$ cat src/rtl/uart_pkg.sv
// uart_pkg: shared UART receiver/transmitter types, word-length codes and helpers
package uart_pkg;

  typedef enum logic [2:0] {IDLE, START, DATA, PARITY, STOP} rx_state_t;

  localparam logic [1:0] WLS_5 = 2'b00;
  localparam logic [1:0] WLS_6 = 2'b01;
  localparam logic [1:0] WLS_7 = 2'b10;
  localparam logic [1:0] WLS_8 = 2'b11;

  // LCR word-length code to number of data bits (5..8)
  function automatic logic [3:0] wls_bits(input logic [1:0] sl);
    return 4'd5 + {2'b00, sl};
  endfunction

endpackage

$ cat src/rtl/uart_rx_sync.sv
// uart_rx_sync: 2-flop synchronizer for the serial line plus falling-edge detect, idles high
module uart_rx_sync (
  input  logic clk,
  input  logic reset_n,
  input  logic rx,
  output logic rxs,
  output logic fall
);

  logic s1, s2, s3;

  // metastability chain, with one extra stage remembering the previous synchronized value
  always_ff @(posedge clk or negedge reset_n)
    if (!reset_n) {s1, s2, s3} <= 3'b111;
    else {s1, s2, s3} <= {rx, s1, s2};

  assign rxs  = s2;
  assign fall = s3 & ~s2;

endmodule

$ cat src/rtl/uart_rx.sv
// uart_rx: 16x-oversampled UART receiver, 5-8 data bits, optional parity, valid/ready output.
// Define UART_RX_MAJORITY_EN to take each bit decision as a 3-tick majority vote.
module uart_rx
  import uart_pkg::*;
#(
  parameter int SAMPLING_RATE = 16,
  parameter int DATA_WIDTH    = 8
) (
  input  logic                  clk,
  input  logic                  reset_n,
  input  logic                  tick,
  input  logic                  rx,
  input  logic [1:0]            data_bits_sl,
  input  logic                  parity_en,
  input  logic                  parity_even,
  input  logic                  err_clr,
  output logic [DATA_WIDTH-1:0] rx_data,
  output logic                  rx_valid,
  input  logic                  rx_ready,
  output logic                  parity_err,
  output logic                  frame_err,
  output logic                  overrun_err,
  output logic                  busy
);

  localparam int CW = $clog2(SAMPLING_RATE);
  localparam int IW = $clog2(DATA_WIDTH);
  localparam logic [CW-1:0] HALF = CW'(SAMPLING_RATE / 2 - 1);
  localparam logic [CW-1:0] LAST = CW'(SAMPLING_RATE - 1);

  rx_state_t             state;
  logic [CW-1:0]         cnt;
  logic [IW-1:0]         idx, cfg_last;
  logic [DATA_WIDTH-1:0] shreg;
  logic                  cfg_par, cfg_even, par_acc, pe_n, fe_n, commit;
  logic                  rxs, fall, sample, mid;

  uart_rx_sync u_sync (
    .clk     (clk),
    .reset_n (reset_n),
    .rx      (rx),
    .rxs     (rxs),
    .fall    (fall)
  );

`ifdef UART_RX_MAJORITY_EN
  logic [1:0] hist;

  // two previous tick captures, voted together with the current one
  always_ff @(posedge clk or negedge reset_n)
    if (!reset_n) hist <= 2'b11;
    else if (tick) hist <= {hist[0], rxs};

  assign sample = (rxs & hist[0]) | (rxs & hist[1]) | (hist[0] & hist[1]);
`else
  assign sample = rxs;
`endif

  assign mid  = tick && cnt == LAST;
  assign busy = state != IDLE;

  // frame FSM: tick counting, bit sampling, shift register and per-frame flags
  always_ff @(posedge clk or negedge reset_n)
    if (!reset_n) begin
      state    <= IDLE;
      cnt      <= '0;
      idx      <= '0;
      shreg    <= '0;
      cfg_last <= '0;
      cfg_par  <= 1'b0;
      cfg_even <= 1'b0;
      par_acc  <= 1'b0;
      pe_n     <= 1'b0;
      fe_n     <= 1'b0;
      commit   <= 1'b0;
    end else begin
      commit <= 1'b0;
      if (tick && state != IDLE) cnt <= (cnt == LAST) ? '0 : cnt + 1'b1;
      case (state)
        IDLE: if (fall) begin
          cnt   <= '0;
          state <= START;
        end
        START: if (tick && cnt == HALF) begin
          if (sample) state <= IDLE;
          else begin
            state    <= DATA;
            cnt      <= '0;
            idx      <= '0;
            shreg    <= '0;
            par_acc  <= 1'b0;
            pe_n     <= 1'b0;
            cfg_last <= IW'(wls_bits(data_bits_sl) - 4'd1);
            cfg_par  <= parity_en;
            cfg_even <= parity_even;
          end
        end
        DATA: if (mid) begin
          shreg[idx] <= sample;
          par_acc    <= par_acc ^ sample;
          idx        <= idx + 1'b1;
          if (idx == cfg_last) state <= cfg_par ? PARITY : STOP;
        end
        PARITY: if (mid) begin
          pe_n  <= (par_acc ^ sample) == cfg_even;
          state <= STOP;
        end
        STOP: if (mid) begin
          fe_n   <= ~sample;
          commit <= 1'b1;
          state  <= IDLE;
        end
        default: state <= IDLE;
      endcase
    end

  // output holding register: load on commit unless a held word is still unconsumed
  always_ff @(posedge clk or negedge reset_n)
    if (!reset_n) begin
      rx_data     <= '0;
      rx_valid    <= 1'b0;
      parity_err  <= 1'b0;
      frame_err   <= 1'b0;
      overrun_err <= 1'b0;
    end else begin
      if (commit && (!rx_valid || rx_ready)) begin
        rx_data    <= shreg;
        parity_err <= pe_n;
        frame_err  <= fe_n;
        rx_valid   <= 1'b1;
      end else if (rx_valid && rx_ready) rx_valid <= 1'b0;
      overrun_err <= (commit && rx_valid && !rx_ready) || (overrun_err && !err_clr);
    end

endmodule

$ cat config.mk
export PLATFORM = sky130hd
export DESIGN_NAME = uart_rx
export DESIGN_NICKNAME = d
export VERILOG_FILES = /design/src/rtl/uart_pkg.sv /design/src/rtl/uart_rx_sync.sv /design/src/rtl/uart_rx.sv
export SDC_FILE = /design/constraint.sdc
export NUM_CORES = 1
export LEC_CHECK = 0
export BUFFER_PORTS_ARGS = -buffer_cell sky130_fd_sc_hd__buf_2
export CELL_PAD_IN_SITES_DETAIL_PLACEMENT = 1
export CELL_PAD_IN_SITES_GLOBAL_PLACEMENT = 2
export CORE_MARGIN = 2
export CORE_UTILIZATION = 35
export CTS_BUF_LIST = sky130_fd_sc_hd__clkbuf_8
export DETAILED_ROUTE_END_ITERATION = 7
export PLACE_DENSITY = 0.75
export SLEW_MARGIN = 40
export SYNTH_ARGS = -nofsm -noshare
export SYNTH_HDL_FRONTEND = slang
export SYNTH_SLANG_ARGS = --single-unit
$ cat constraint.sdc
create_clock -name clk -period 1.8 [get_ports clk]
set_clock_uncertainty 0.05 [all_clocks]
set_input_delay 0.09 -clock clk [delete_from_list [all_inputs] [get_ports clk]]
set_output_delay 0.09 -clock clk [all_outputs]
set_load 0.1 [all_outputs]
; After elaboration in Yosys (flattened, before gate mapping)
; Cells that the tools add are included.
; Widths: inputs -> output; s select.
[totals]
ff_bits = 42
in_bits = 10
elab_cells = 103
output_inout_bits = 13
[classes]
add_sub_neg = 4
n_mux = 36
reduce_logical = 24
eq_ne = 15
bitwise = 3
n_lt_le_gt_ge = 2
[op_table]
columns = cell, count
row1 = $mux 3, 10
row2 = $mux 8, 3
row3 = $mux 4, 5
row4 = $pmux 8 s2, 1
row5 = $pmux 3 s5, 1
row6 = $ne 2x2->1 const B, 7
row7 = $logic_and 1x1->1, 9
row8 = $mux 1, 9
row9 = $bwmux 8, 1
row10 = $pmux 4 s2, 1
row11 = $reduce_and 4->1, 2
row12 = $eq 3x2->1 const B, 2
row13 = $pmux 3 s2, 1
row14 = $reduce_and 6->1, 1
row15 = $reduce_bool 2->1, 3
row16 = $add 4x1->4 const B, 1
row17 = $eq 4x3->1 const B, 1
row18 = $eq 4x4->1 const B, 1
row19 = $lt 3x4->1 const B, 1
row20 = $pmux 1 s2, 2
row21 = $add 3x1->3 const B, 1
row22 = $add 3x2->3 const A, 1
row23 = $demux 1 s3, 1
row24 = $eq 3x1->1 const B, 1
row25 = 15 further kinds, 18

; Logic depth before layout (Yosys ltp)
[logic_depth]
ltp_word = 7
mapped_depth = 6
depth_no_buf = 5

; Modules after synthesis
; Synthesis repeated with hierarchy kept, for this count alone.
[hier_totals]
cells_unflattened = 184
area_unflattened_um2 = 1995.7
[modules_own_cells]
columns = module, cells_per_inst, area_each_um2, n_inst, seq_area_each_um2
row1 = uart_rx, 180, 1903.1, 1, 975.9
row2 = uart_rx_sync, 4, 92.6, 1, 78.8

; Worst setup path after synthesis
; OpenSTA, ideal clock, no wires.
[synth_timing]
path_type = register to register
start = register state[0]
end = register cnt[3]
required_ps = 1627
n_path_buf = 1
setup_ps = 123
path_slack_ps = -188
path_stages_with_launch = 7
t_arrival_ps = 1815
synth_period_minus_slack_ps = 1988
path_cell_list = dfrtp_1 -> clkbuf_1 -> nor3_4 -> inv_1 -> o21ai_0 -> a31oi_1 -> nor2_1
[synth_between]
elab_chain_cells = 6
elab_cells_between_ends = 9
cone_classes = 1 x eq/ne / 5 x mux / 3 x reduce/logical
[synth_lines]
columns = element, line_no
row1 = "start, declared", uart_rx.sv:31  ; rx_state_t state;
row2 = "start signal, assigned", uart_rx.sv:102  ; if (idx == cfg_last) state <= cfg_par ? PARITY : STOP;
row3 = $reduce_bool 3->1 *, -
row4 = named net busy, uart_rx.sv:23  ; output logic busy
row5 = $logic_and 1x1->1 *, uart_rx.sv:78  ; if (tick && state != IDLE) cnt <= (cnt == LAST) ? '0 : cnt + 1'b1;
row6 = $mux 4 *, uart_rx.sv:78
row7 = $mux 4, uart_rx.sv:85  ; if (sample) state <= IDLE;
row8 = $mux 4, uart_rx.sv:84  ; START: if (tick && cnt == HALF) begin
row9 = $pmux 4 s2 *, uart_rx.sv:79  ; case (state)
row10 = "end signal, assigned", uart_rx.sv:78
row11 = "end, declared", uart_rx.sv:32  ; logic [CW-1:0] cnt;
; The timed path passes the listed nets; every way through them passes the cells marked *.
; A chain may end at the register's enable or synchronous reset.

; Worst setup path in the final report
[layout_timing]
start = register cnt[1]
end = register shreg[1]
[layout_between]
elab_chain_cells = 4
elab_cells_between_ends = 7
cone_classes = 4 x eq/ne / 3 x reduce/logical
[layout_lines]
columns = element, line_no
row1 = $eq 4x3->1 / $eq 4x4->1 (equally long branches), "uart_rx.sv:84, uart_rx.sv:59"
row2 = "$logic_and 1x1->1, on equally long branches", "uart_rx.sv:84, uart_rx.sv:59"
row3 = $ne 2x2->1 (no source line), -
row4 = $reduce_and 4->1 (no source line) *, -
row5 = "end signal, assigned by index", uart_rx.sv:99  ; shreg[idx] <= sample;
row6 = "end, declared", uart_rx.sv:34  ; logic [DATA_WIDTH-1:0] shreg;
; Every way passes the cells marked *; elsewhere a longest branch is shown, timed or not.

==> results_dict.tcl <==
set metrics [dict create \
    run_status "complete, no violations" \
    finalWorstSetupSlack_ns 0.0649 \
    worst_pin_slew_ns 0.514 \
    synth_flop_cell "dfrtp_1" \
    hp-class "in -> reg" \
    dieHeight_um 79.7 \
    root_buffer "clkbuf_8" \
    synth_cell_types 43 \
    grt_pass1_vias 1586 \
    stdcell_count 298 \
    path_clk_slew_ns 0.08 \
    routabilityCongestion 0.776 \
    grt_pass1_wl_um 7780 \
    initialDrtViolationCount 69 \
    dr.pass1.iters 4 \
    dpl_worst_slack_ns 0.0702 \
    synth_nets 188 \
    die_x_um 79.7 \
    antenna_cells 0 \
    multi_input_comb_area_um2 926 \
    finalHoldViolCount 0 \
    track_usage_pct 15.9 \
    port_buffers 22 \
    synth-edff-count 0 \
    critPathRequiredTime_ns 1.97 \
    grt_max_degree 24 \
    period_share_pct 96.4 \
    register_area_mm2 0.00106 \
    ys_async_sr_fraction_pct 100 \
    p_per_area_mw_per_mm2 1070 \
    max_slew_margin_pct 65.8 \
    final.fill_count 607 \
    wl_um 4700 \
    core_mm2 0.00551 \
    end_kind "flop" \
    tritoncts "done" \
    arrival_ns 1.91 \
    overflow 0 \
    antenna_found_initial 0 \
    num_io_pins 23 \
    drc 0 \
    postRouteAntennaNets 0 \
    netlist_area_mm2 0.00200 \
    critPathKind "reg -> reg" \
    clk_latency_ns 0.29 \
    maxSlewViolCount 0 \
    startpoint_type "flop" \
    layout-drive-gt1-share_pct 37.2 \
    clk_path_buf_depth 2 \
    yosys_register_bits 42 \
    ys_warn_count 0 \
    setup_viol 0 \
    period_needed_ns 1.74 \
    cap_viol_max_count 0 \
    area_delta_synth_final_pct 27.8 \
    dieArea_mm2 0.00634 \
    nets 237 \
    avgSynthCellArea_um2 11.4 \
    fmax_mhz 576 \
    rows 27 \
    syn_inst 176 \
    ir_worst_vdd_mv 0.580 \
    dpl.cell_count 274 \
    power.static_leakage_nw 1.19 \
    fin_hold_ws_ns 0.0475 \
    wl_per_cell_um 15.8 \
    cts_buffers 5 \
    via_per_inst 5.10 \
    dp_hpwl_um 3200 \
    yosysSeqAreaShare_pct 52.7 \
    htree_levels 2 \
    cp_max_fo 6 \
    vias 1519 \
    start_util_pct 36.4 \
    cts_sinks 42 \
]
[path summary, 6_finish.rpt]
kind	startpoint	end	slack, ns	cells past startpoint
setup / recovery	cnt[1]	shreg[1]	0.06	5
hold / removal	rx_ready	rx_valid	0.05	3
setup reg to reg	cnt[1]	shreg[1]	0.06	5
hold reg to reg	u_sync.s1	u_sync.rxs	0.31	0
max in group asynchronous	reset_n	rx_valid	0.95	3
min in group asynchronous	reset_n	cnt[2]	0.24	2
[cell usage after synthesis (3+ instances only)]
| library cell | instances | area share, % |
|---|---|---|
| dfrtp_1 | 39 | 49 |
| nand2_1 | 18 | 3.4 |
| mux2_2 | 14 | 7.9 |
| nor2_1 | 9 | 1.7 |
| o21ai_0 | 9 | 2.2 |
| nand3_1 | 8 | 2.0 |
| mux2i_1 | 7 | 3.5 |
| a21oi_1 | 6 | 1.5 |
| buf_2 | 5 | 1.2 |
| nand2b_1 | 5 | 1.6 |
| clkbuf_1 | 4 | 0.75 |
| inv_1 | 4 | 0.75 |
| dfstp_2 | 3 | 3.9 |
| nor4_1 | 3 | 0.94 |
| nor4b_2 | 3 | 2.2 |
| o211ai_1 | 3 | 1.1 |
| xor2_1 | 3 | 1.3 |
[sequential cells by signal, indices dropped and copies added (netlist names), 3 cells and up]
signal	flops
state	3
cfg_last	3
rx_data	8
cnt	4
idx	3
shreg	8
[metal layers]
metal	GRT usage (%)	routed length [um]	up-vias
met4	5.00	49	0
met5	0	0	-
met3	4.41	129	5
li1	-	-	725
met1	20.2	2140	770
met2	26.2	2380	19
[through the flow]
step	instance area, um2	utilization (%)	TNS, ns	total power, mW
global placement	2270	41.3	0	1.87
detailed placement	2270	41.3	0	1.90
floorplan	2010	-	-0.285	1.67
global route	2560	46.5	-0.00451	2.90
finish	2560	46.5	0	2.73
CTS	2460	44.7	0	2.68
[area by class of cell]
class | instances | area share, %
sequential | 42 | 41.3
multi-input combinational | 121 | 36.2
timing repair buffer | 51 | 14.1
tap | 72 | 3.52
clock buffer | 5 | 2.69
clock inverter | 3 | 1.56
inverter | 4 | 0.733
[cells in the final DEF (no fill, tap or decap), types with 4 or more instances in the layout]
master and instances:
dlygate4sd3_1 7, mux2i_1 7, nor4b_4 4, buf_2 21, mux2_2 14, nand3_1 8, a21oi_1 6, buf_4 22
nand2_1 18, clkbuf_8 5, o21ai_0 8, dfrtp_1 38, nor2_1 9, nand2b_1 5
[cells by family after synthesis]
logic type	share of synthesized area [%]
AND/OR/NAND/NOR	20.2
flip-flops	52.7
AO/OA/AOI/OAI	9.49
multiplexers	11.4
buffers and inverters	3.31
XOR/XNOR	1.75
adder cells (fa/ha/maj)	1.25
[power breakdown]
part           internal, mW  leakage [nW]  total (mW)  switching, mW
registers              1.06         0.559        1.19          0.128
logic                 0.364         0.568       0.800          0.436
clock network         0.408        0.0579       0.739          0.330
[worst max-delay path, stage by stage (launching register included)]
cell and delay (ns):
dfrtp_1 0.40, ha_2 0.23, and4b_2 0.35, o21ai_4 0.15, nor4b_4 0.29, mux2i_1 0.20
[repair_timing]
item | in CTS | in global routing
endpoints found under the hold margin | 22 | 0
pin swaps | 1 | 1
buffers inserted | 1 | 7
resized for setup | 1 | 5
setup endpoints to repair | 1 | 10
gates cloned | 0 | 1
hold buffers | 7 | 0
Power figures use the tool's default switching activity.
